File: src/rtl/dp_pkg.sv
// Shared types and sizes for the 16-bit processor datapath.
// Holds the ALU function encoding and the data/address widths used across the slice.
package dp_pkg;

  localparam int DW    = 16;
  localparam int RF_AW = $clog2(16);
  localparam int DM_AW = 8;

  typedef enum logic [2:0] {
    ALU_ZERO = 3'd0,
    ALU_ADD  = 3'd1,
    ALU_SUB  = 3'd2,
    ALU_PASS = 3'd3,
    ALU_XOR  = 3'd4,
    ALU_OR   = 3'd5,
    ALU_AND  = 3'd6,
    ALU_INC  = 3'd7
  } alu_op_t;

endpackage

File: src/rtl/dp_regfile.sv
// Register file: two combinational read ports, one write port, synchronous clear (DP_RF_BYPASS_EN adds write-through).
// Latency: reads 0 cycles, write visible after the write edge.
// Backpressure: none; every control input is sampled on every edge.
module dp_regfile
  import dp_pkg::*;
#(
  parameter int DW    = 16,
  parameter int DEPTH = 16
) (
  input  logic                     Clk,
  input  logic                     Reset,
  input  logic                     W_en,
  input  logic [$clog2(DEPTH)-1:0] W_Addr,
  input  logic [DW-1:0]            W_Data,
  input  logic [$clog2(DEPTH)-1:0] Ra_Addr,
  input  logic [$clog2(DEPTH)-1:0] Rb_Addr,
  output logic [DW-1:0]            Q_A,
  output logic [DW-1:0]            Q_B
);

  logic [DW-1:0] regs [DEPTH];

  // Reset clears every entry and wins over a write presented on the same edge.
  always_ff @(posedge Clk) begin
    if (Reset) begin
      for (int i = 0; i < DEPTH; i++) begin
        regs[i] <= '0;
      end
    end else if (W_en) begin
      regs[W_Addr] <= W_Data;
    end
  end

`ifdef DP_RF_BYPASS_EN
  assign Q_A = (W_en && (W_Addr == Ra_Addr)) ? W_Data : regs[Ra_Addr];
  assign Q_B = (W_en && (W_Addr == Rb_Addr)) ? W_Data : regs[Rb_Addr];
`else
  assign Q_A = regs[Ra_Addr];
  assign Q_B = regs[Rb_Addr];
`endif

endmodule

File: src/rtl/proc_datapath.sv
// Execution datapath: register file, 8-function ALU and 256-word synchronous data memory (DP_RF_BYPASS_EN selects RF bypass).
// Latency: register read and ALU 0 cycles, memory read 1 cycle (read-first on same-address write).
// Backpressure: none; the control word is consumed every cycle.
module proc_datapath
  import dp_pkg::*;
#(
  parameter int DW       = 16,
  parameter int RF_DEPTH = 16,
  parameter int DM_DEPTH = 256
) (
  input  logic                        Clk,
  input  logic                        Reset,
  input  logic [DM_AW-1:0]            D_Addr,
  input  logic                        D_Wr,
  input  logic                        RF_s,
  input  logic                        RF_W_en,
  input  logic [$clog2(RF_DEPTH)-1:0] RF_W_Addr,
  input  logic [$clog2(RF_DEPTH)-1:0] RF_Ra_Addr,
  input  logic [$clog2(RF_DEPTH)-1:0] RF_Rb_Addr,
  input  logic [2:0]                  ALU_s0,
  output logic [DW-1:0]               Q_A,
  output logic [DW-1:0]               Q_B,
  output logic [DW-1:0]               Mem_Q,
  output logic [DW-1:0]               ALU_Out,
  output logic                        ALU_Zero
);

  logic [DW-1:0] rf_w_data;
  logic [DW-1:0] alu_res;
  logic [DW-1:0] dm [DM_DEPTH];

  assign rf_w_data = RF_s ? Mem_Q : alu_res;

  dp_regfile #(
    .DW    (DW),
    .DEPTH (RF_DEPTH)
  ) u_regfile (
    .Clk     (Clk),
    .Reset   (Reset),
    .W_en    (RF_W_en),
    .W_Addr  (RF_W_Addr),
    .W_Data  (rf_w_data),
    .Ra_Addr (RF_Ra_Addr),
    .Rb_Addr (RF_Rb_Addr),
    .Q_A     (Q_A),
    .Q_B     (Q_B)
  );

  // Unsigned, modulo 2^DW: carries and borrows fall off the top.
  always_comb begin
    alu_res = '0;
    case (alu_op_t'(ALU_s0))
      ALU_ZERO: alu_res = '0;
      ALU_ADD:  alu_res = Q_A + Q_B;
      ALU_SUB:  alu_res = Q_A - Q_B;
      ALU_PASS: alu_res = Q_A;
      ALU_XOR:  alu_res = Q_A ^ Q_B;
      ALU_OR:   alu_res = Q_A | Q_B;
      ALU_AND:  alu_res = Q_A & Q_B;
      ALU_INC:  alu_res = Q_A + DW'(1);
      default:  alu_res = '0;
    endcase
  end

  assign ALU_Out  = alu_res;
  assign ALU_Zero = (alu_res == '0);

  // Array contents survive reset; only the write is blocked on a reset edge.
  always_ff @(posedge Clk) begin
    if (D_Wr && !Reset) begin
      dm[D_Addr] <= Q_A;
    end
  end

  always_ff @(posedge Clk) begin
    if (Reset) begin
      Mem_Q <= '0;
    end else begin
      Mem_Q <= dm[D_Addr];
    end
  end

endmodule
File: config.mk
export PLATFORM = sky130hd
export DESIGN_NAME = proc_datapath
export DESIGN_NICKNAME = d
export VERILOG_FILES = /design/src/rtl/dp_pkg.sv /design/src/rtl/dp_regfile.sv /design/src/rtl/proc_datapath.sv
export SDC_FILE = /design/constraint.sdc
export NUM_CORES = 2
export LEC_CHECK = 0
export CORE_MARGIN = 2
export CORE_UTILIZATION = 59
export CTS_BUF_LIST = sky130_fd_sc_hd__clkbuf_2 sky130_fd_sc_hd__clkbuf_4 sky130_fd_sc_hd__clkbuf_8
export DETAILED_ROUTE_END_ITERATION = 7
export PLACE_DENSITY = 0.89
export SKIP_CTS_REPAIR_TIMING = 1
export SLEW_MARGIN = 15
export SYNTH_ARGS = -nofsm -noshare
export SYNTH_HDL_FRONTEND = slang
export SYNTH_MEMORY_MAX_BITS = 65536
export SYNTH_SLANG_ARGS = --single-unit
File: constraint.sdc
create_clock -name Clk -period 11.85 [get_ports Clk]
set_clock_uncertainty 0.2 [all_clocks]
set_input_delay 2.37 -clock Clk [delete_from_list [all_inputs] [get_ports Clk]]
set_output_delay 2.37 -clock Clk [all_outputs]
set_load 0.01 [all_outputs]
# Word-level counts from Yosys, hierarchy flattened
# Memory sizes are Yosys's and may differ from the RTL's. A register that Yosys moved wholly into a read port is not among the register bits.
# Index checks and enable logic that the tools add are counted.
dict set report totals {
  reg_bits 0
  latchBits 0
  ram_bits 4352
  rom_bits 0
  out_inout_bits 65
  memories 2
}
# memory depth word_bits read_ports rd_ports_with_merged_regs write_ports line_no
set mem_list {}
lappend mem_list {dm 256 16 1 1 1 proc_datapath.sv:30} ;# logic [DW-1:0] dm [DM_DEPTH];
lappend mem_list {u_regfile.regs 16 16 2 0 16 dp_regfile.sv:21} ;# logic [DW-1:0] regs [DEPTH];
dict set report op_classes {
  n_addsub 3
  mul 0
  div 0
  magnitude_cmp 0
  n_eq_ne 7
  shift 0
  mux 12
  n_bitwise 3
  reduce_logical 5
}
# operator count
set op_table {}
lappend op_table {{16-bit case mux with 8 select lines} 1}
lappend op_table {{16-bit two-way mux} 2}
lappend op_table {{16-bit by 1-bit adder with 16-bit output, second input constant} 1}
lappend op_table {{16-bit adder} 1}
lappend op_table {{16-bit AND} 1}
lappend op_table {{16-bit logical NOT} 1}
lappend op_table {{16-bit OR} 1}
lappend op_table {{16-bit OR reduction} 1}
lappend op_table {{16-bit subtractor} 1}
lappend op_table {{16-bit XOR} 1}
lappend op_table {{3-bit == test, second input constant} 4}
lappend op_table {{1-bit two-way mux} 8}
lappend op_table {{3-bit by 2-bit == test with 1-bit output, second input constant} 2}
lappend op_table {{4-bit two-way mux} 1}
lappend op_table {{3-bit by 1-bit == test with 1-bit output, second input constant} 1}
lappend op_table {{3-bit logical NOT} 1}
lappend op_table {{1-bit logical AND} 1}
lappend op_table {{1-bit logical NOT} 1}

# Logic depth before layout (Yosys ltp)
dict set report depth {
  word_depth 5
  depth_mapped 24
  mapped_depth_nobuf 20
}

# Cells and area by module
# From an unflattened synthesis, not the netlist that was laid out.
dict set report unflattened {
  hier_cells 7815
  area_unflattened_um2 173398.8
}
# module n_inst cells_each area_per_inst_um2 seq_area_each_um2
set by_module_without_submodules {}
lappend by_module_without_submodules {proc_datapath 1 6956 159984.7 123318.3}
lappend by_module_without_submodules {dp_regfile 1 859 13414.1 7687.4}

# Worst setup path after synthesis
# OpenSTA, ideal clock, no wires.
dict set report synth_timing {
  path_kind {input port to output port}
  from {input port RF_Ra_Addr[0]}
  to {output port ALU_Zero}
  t_arrival_ns 9.321
  t_required_ns 9.280
  slack_ns -0.041
  path_stages 17
  path_buffers 2
  path_cell_list {buf_4 buf_6 mux4_2 a22oi_1 nand2_1 ha_1 inv_1 fa_1 nor2b_1 o31a_1 o21ai_0 a21o_1 a21oi_1 a221o_1 or4_1 nor4_1 and4bb_1}
}
dict set report synth_via {
  elab_chain_len 4
  elab_cells_between_ends 9
  classes_between {add/sub: 3; mux: 1; bitwise: 3; reduce/logical: 1; memory: 1}
}
# element line_no
set synth_lines {}
lappend synth_lines {{start: declaration} proc_datapath.sv:18} ;# input logic [$clog2(RF_DEPTH)-1:0] RF_Ra_Addr,
lappend synth_lines {{memory 16 x 16 bit (*)} n/a}
lappend synth_lines {{named net Q_A[0]} proc_datapath.sv:21} ;# output logic [DW-1:0] Q_A,
lappend synth_lines {{16-bit by 1-bit adder with 16-bit output, or another cell as far along} proc_datapath.sv:60} ;# ALU_INC: alu_res = Q_A + DW'(1);
lappend synth_lines {{16-bit case mux with 8 select lines (*)} proc_datapath.sv:52} ;# case (alu_op_t'(ALU_s0))
lappend synth_lines {{named net ALU_Out[6]} proc_datapath.sv:24} ;# output logic [DW-1:0] ALU_Out,
lappend synth_lines {{16-bit logical NOT (*)} proc_datapath.sv:66} ;# assign ALU_Zero = (alu_res == '0);
lappend synth_lines {{end: declaration} proc_datapath.sv:25} ;# output logic ALU_Zero
# The timed path passes the listed nets; every way through them passes the cells marked *.

# Worst setup path in the final report
dict set report layout_timing {
  from {input port RF_Rb_Addr[0]}
  to {output port ALU_Zero}
}
dict set report layout_via {
  elab_chain_len 4
  elab_cells_between_ends 8
  classes_between {add/sub: 2; mux: 1; bitwise: 3; reduce/logical: 1; memory: 1}
}
# element line_no
set layout_lines {}
lappend layout_lines {{start: declaration} proc_datapath.sv:19} ;# input logic [$clog2(RF_DEPTH)-1:0] RF_Rb_Addr,
lappend layout_lines {{memory 16 x 16 bit (*)} n/a}
lappend layout_lines {{16-bit subtractor, or another cell as far along} proc_datapath.sv:55} ;# ALU_SUB: alu_res = Q_A - Q_B;
lappend layout_lines {{16-bit case mux with 8 select lines (*)} proc_datapath.sv:52}
lappend layout_lines {{16-bit logical NOT (*)} proc_datapath.sv:66}
# Mark *: on every way between the ends. The rest lies on a longest branch, timed or not.

==> flow_metrics.env <==
export IMPL_syn_area_per_cell_um2=23.00
export IMPL_clk_path_buf_depth=4
export IMPL_layout_common_cells="edfxtp_1 (4352), mux4_2 (1443), clkbuf_8 (661)"
export IMPL_cp_required_ps=9280
export IMPL_gp_congestion=0.8911
export IMPL_power_density_nw_per_um2=166.3
export IMPL_clock_latency_ps=1160
export IMPL_hp_class="reg -> reg"
export IMPL_cts_root_buf="clkbuf_8"
export IMPL_numCtsBuffers=653
export IMPL_num_vias=94310
export IMPL_drtAntennaViolNets=0
export IMPL_syn_num_nets=7567
export IMPL_antenna_found_initial=63
export IMPL_maxSlewViolCount=0
export IMPL_synth_distinct_cells=67
export IMPL_met1_length_um=149900
export IMPL_wl_um=544000
export IMPL_failed_checks="DRC"
export IMPL_path_clk_slew_ps=70
export IMPL_portBuffers=92
export IMPL_hold_viol=0
export IMPL_die_h_um=544.3
export IMPL_end_kind="output port"
export IMPL_synth_seq_cells=4368
export IMPL_first_pass_iters=8
export IMPL_nFillCells=16030
export IMPL_max_freq_mhz=89.05
export IMPL_gr_total_overflow=0
export IMPL_die_w_um=544.3
export IMPL_coreArea_um2=290600
export IMPL_grt_util_all_layers=0.3705
export IMPL_htree_num_levels=6
export IMPL_yosys_warnings=0
export IMPL_cts_num_sinks=4368
export IMPL_synth_flop_cell="edfxtp_1"
export IMPL_layout_nets=8261
export IMPL_async_reset_ff_frac=0
export IMPL_ioPinCount=93
export IMPL_drt_iter0_markers=19960
export IMPL_rows=198
export IMPL_setup_viol=0
export IMPL_top_layer="met5"
export IMPL_grt_max_degree=223
export IMPL_layout_drive_gt1_share=0.3475
export IMPL_critPathKind="in -> out"
export IMPL_vdd_drop_max_uv=95.83
export IMPL_rsz0062_at_grt="false"
export IMPL_area_growth_syn_to_layout_pct=11.78
export IMPL_finalSetupTns_ps=0
export IMPL_cp_arrival_ps=8660
export IMPL_worstMarginPinSlew_ps=1368
export IMPL_tritoncts="done"
export IMPL_wl_met2_um=251400
export IMPL_p_leak_nw=60.72
export IMPL_via_per_inst=7.485
export IMPL_grt_pass1_vias=93890
export IMPL_die_area_um2=296300
export IMPL_synth_edf_count=4352
export IMPL_final_common_cell="edfxtp_1"
export IMPL_syn_area_um2=172200
export IMPL_dp_hpwl_um=321700
export IMPL_drc=58
export IMPL_cap_violations=0
export IMPL_initial_utilization=0.5927
export IMPL_finalCritPeriodShare=0.9477
export IMPL_slew_headroom=0.08820
export IMPL_start_kind="input pin"
export IMPL_min_period_ps=11230
export IMPL_grt_pass1_wl_um=746900
export IMPL_finish_utilization=0.6625
export IMPL_synth_cells=7488
export IMPL_dr_wl_met3_um=89560
export IMPL_critical_path_max_fanout=26
export IMPL_status="finished, violations left"
export IMPL_seq_area_frac_synth=0.7606
export IMPL_wl_per_cell_um=43.18
-- cells in the mapped netlist, drive strengths merged (3+ instances only) --
cell | n | area, um2
or3 | 3 | 18.77
a221oi | 18 | 201.4
inv | 44 | 165.2
a22oi | 31 | 232.7
nand3 | 41 | 205.2
or2 | 10 | 62.56
a211o | 5 | 43.79
a32oi | 4 | 35.03
clkbuf | 268 | 1006
a21oi | 36 | 180.2
a22o | 18 | 157.7
o21ai | 43 | 215.2
xor2 | 5 | 43.79
nor2b | 34 | 212.7
buf | 187 | 865.8
nor4 | 8 | 50.05
nor2 | 513 | 1926
nor3 | 63 | 315.3
dfxtp | 16 | 320.3
mux2 | 8 | 90.09
mux4 | 1453 | 32720
nand4 | 11 | 68.82
xnor2 | 7 | 61.31
nand2 | 85 | 319.1
and3 | 4 | 25.02
o211ai | 6 | 45.04
a211oi | 6 | 45.04
nand2b | 31 | 193.9
nor4bb | 3 | 30.03
a21o | 6 | 45.04
o2bb2ai | 3 | 26.28
and2 | 3 | 18.77
mux2i | 44 | 444.2
a31oi | 18 | 112.6
ha | 50 | 625.6
o221ai | 4 | 35.03
edfxtp | 4352 | 130700
o22ai | 18 | 118.9
-- path summary, 6_finish.rpt --
path                                      start                              endpoint  slack, ps  cells past startpoint
max                               RF_Rb_Addr[0]                              ALU_Zero        620                     21
min                         Mem_Q[0]$_SDFF_PP0_   u_regfile.regs[13][0]$_SDFFCE_PN0P_        640                      3
max reg2reg  u_regfile.regs[7][0]$_SDFFCE_PN0P_  u_regfile.regs[12][14]$_SDFFCE_PN0P_       5140                     21
min reg2reg                 Mem_Q[0]$_SDFF_PP0_   u_regfile.regs[13][0]$_SDFFCE_PN0P_        640                      3
-- routing by layer --
layer	vias up	global-route usage
met2	11130	0.5672
met4	58	0.2733
li1	33410	-
met3	2937	0.1421
met5	-	0
met1	46780	0.4283
-- area by class of cell --
| class | count | area (um2) | area share |
|---|---|---|---|
| antenna | 30 | 75.07 | 0.0003899 |
| clock buffer | 840 | 10440 | 0.05423 |
| clock inverter | 303 | 1832 | 0.009515 |
| inverter | 45 | 198.9 | 0.001033 |
| multi-input combinational | 2620 | 39810 | 0.2068 |
| sequential | 4368 | 131000 | 0.6805 |
| tap | 3900 | 4880 | 0.02535 |
| timing repair buffer | 494 | 4275 | 0.02221 |
-- where the power goes --
part           total, mW  switching, mW  internal (mW)
registers           17.5         0.0474           17.4
logic               2.56           1.76          0.800
clock network       12.0           6.00           6.01
total               32.0           7.80           24.2
-- worst max-delay path, stage by stage --
cell and delay (ps):
buf_4 420, buf_4 310, mux4_2 540, a22o_1 260, a221oi_2 470, inv_1 260, nor3_1 380, nor2b_1 220
nand3_1 160, nor4_1 450, o211ai_1 200, ha_1 380, inv_1 100, o21bai_1 90, a21oi_1 390, a21oi_1 150
o21ai_0 210, o2bb2ai_1 130, a211o_1 310, and4bb_1 290, clkdlybuf4s50_1 540
-- sequential cells by signal (all words and copies together), names as in the netlist --
name            cells
dm               4096
u_regfile.regs    256
Mem_Q              16
-- logic make-up after synthesis --
family | after synthesis | share of synthesized area
multiplexers | 1505 | 0.1931
XOR/XNOR | 12 | 0.0006102
flip-flops | 4368 | 0.7606
AO/OA/AOI/OAI | 231 | 0.009422
buffers and inverters | 500 | 0.01185
adder cells (fa/ha/maj) | 51 | 0.003749
AND/OR/NAND/NOR | 821 | 0.02062
-- through the flow --
step | hold slack [ps] | std cells | area [um2] | worst slack (ps) | power [mW]
floorplan | 460.5 | 7488 | 172200 | 129.2 | 19.19
global placement | 617.4 | 11420 | 179900 | 803.6 | 19.99
detailed placement | 617.0 | 11420 | 179900 | 777.2 | 20.19
CTS | 639.9 | 12560 | 192100 | 761.4 | 31.82
global route | 670.5 | 12580 | 192500 | 235.0 | 32.57
finish | 641.6 | 12600 | 192500 | 619.9 | 32.02
No activity file was read; power rests on OpenSTA's default activity.
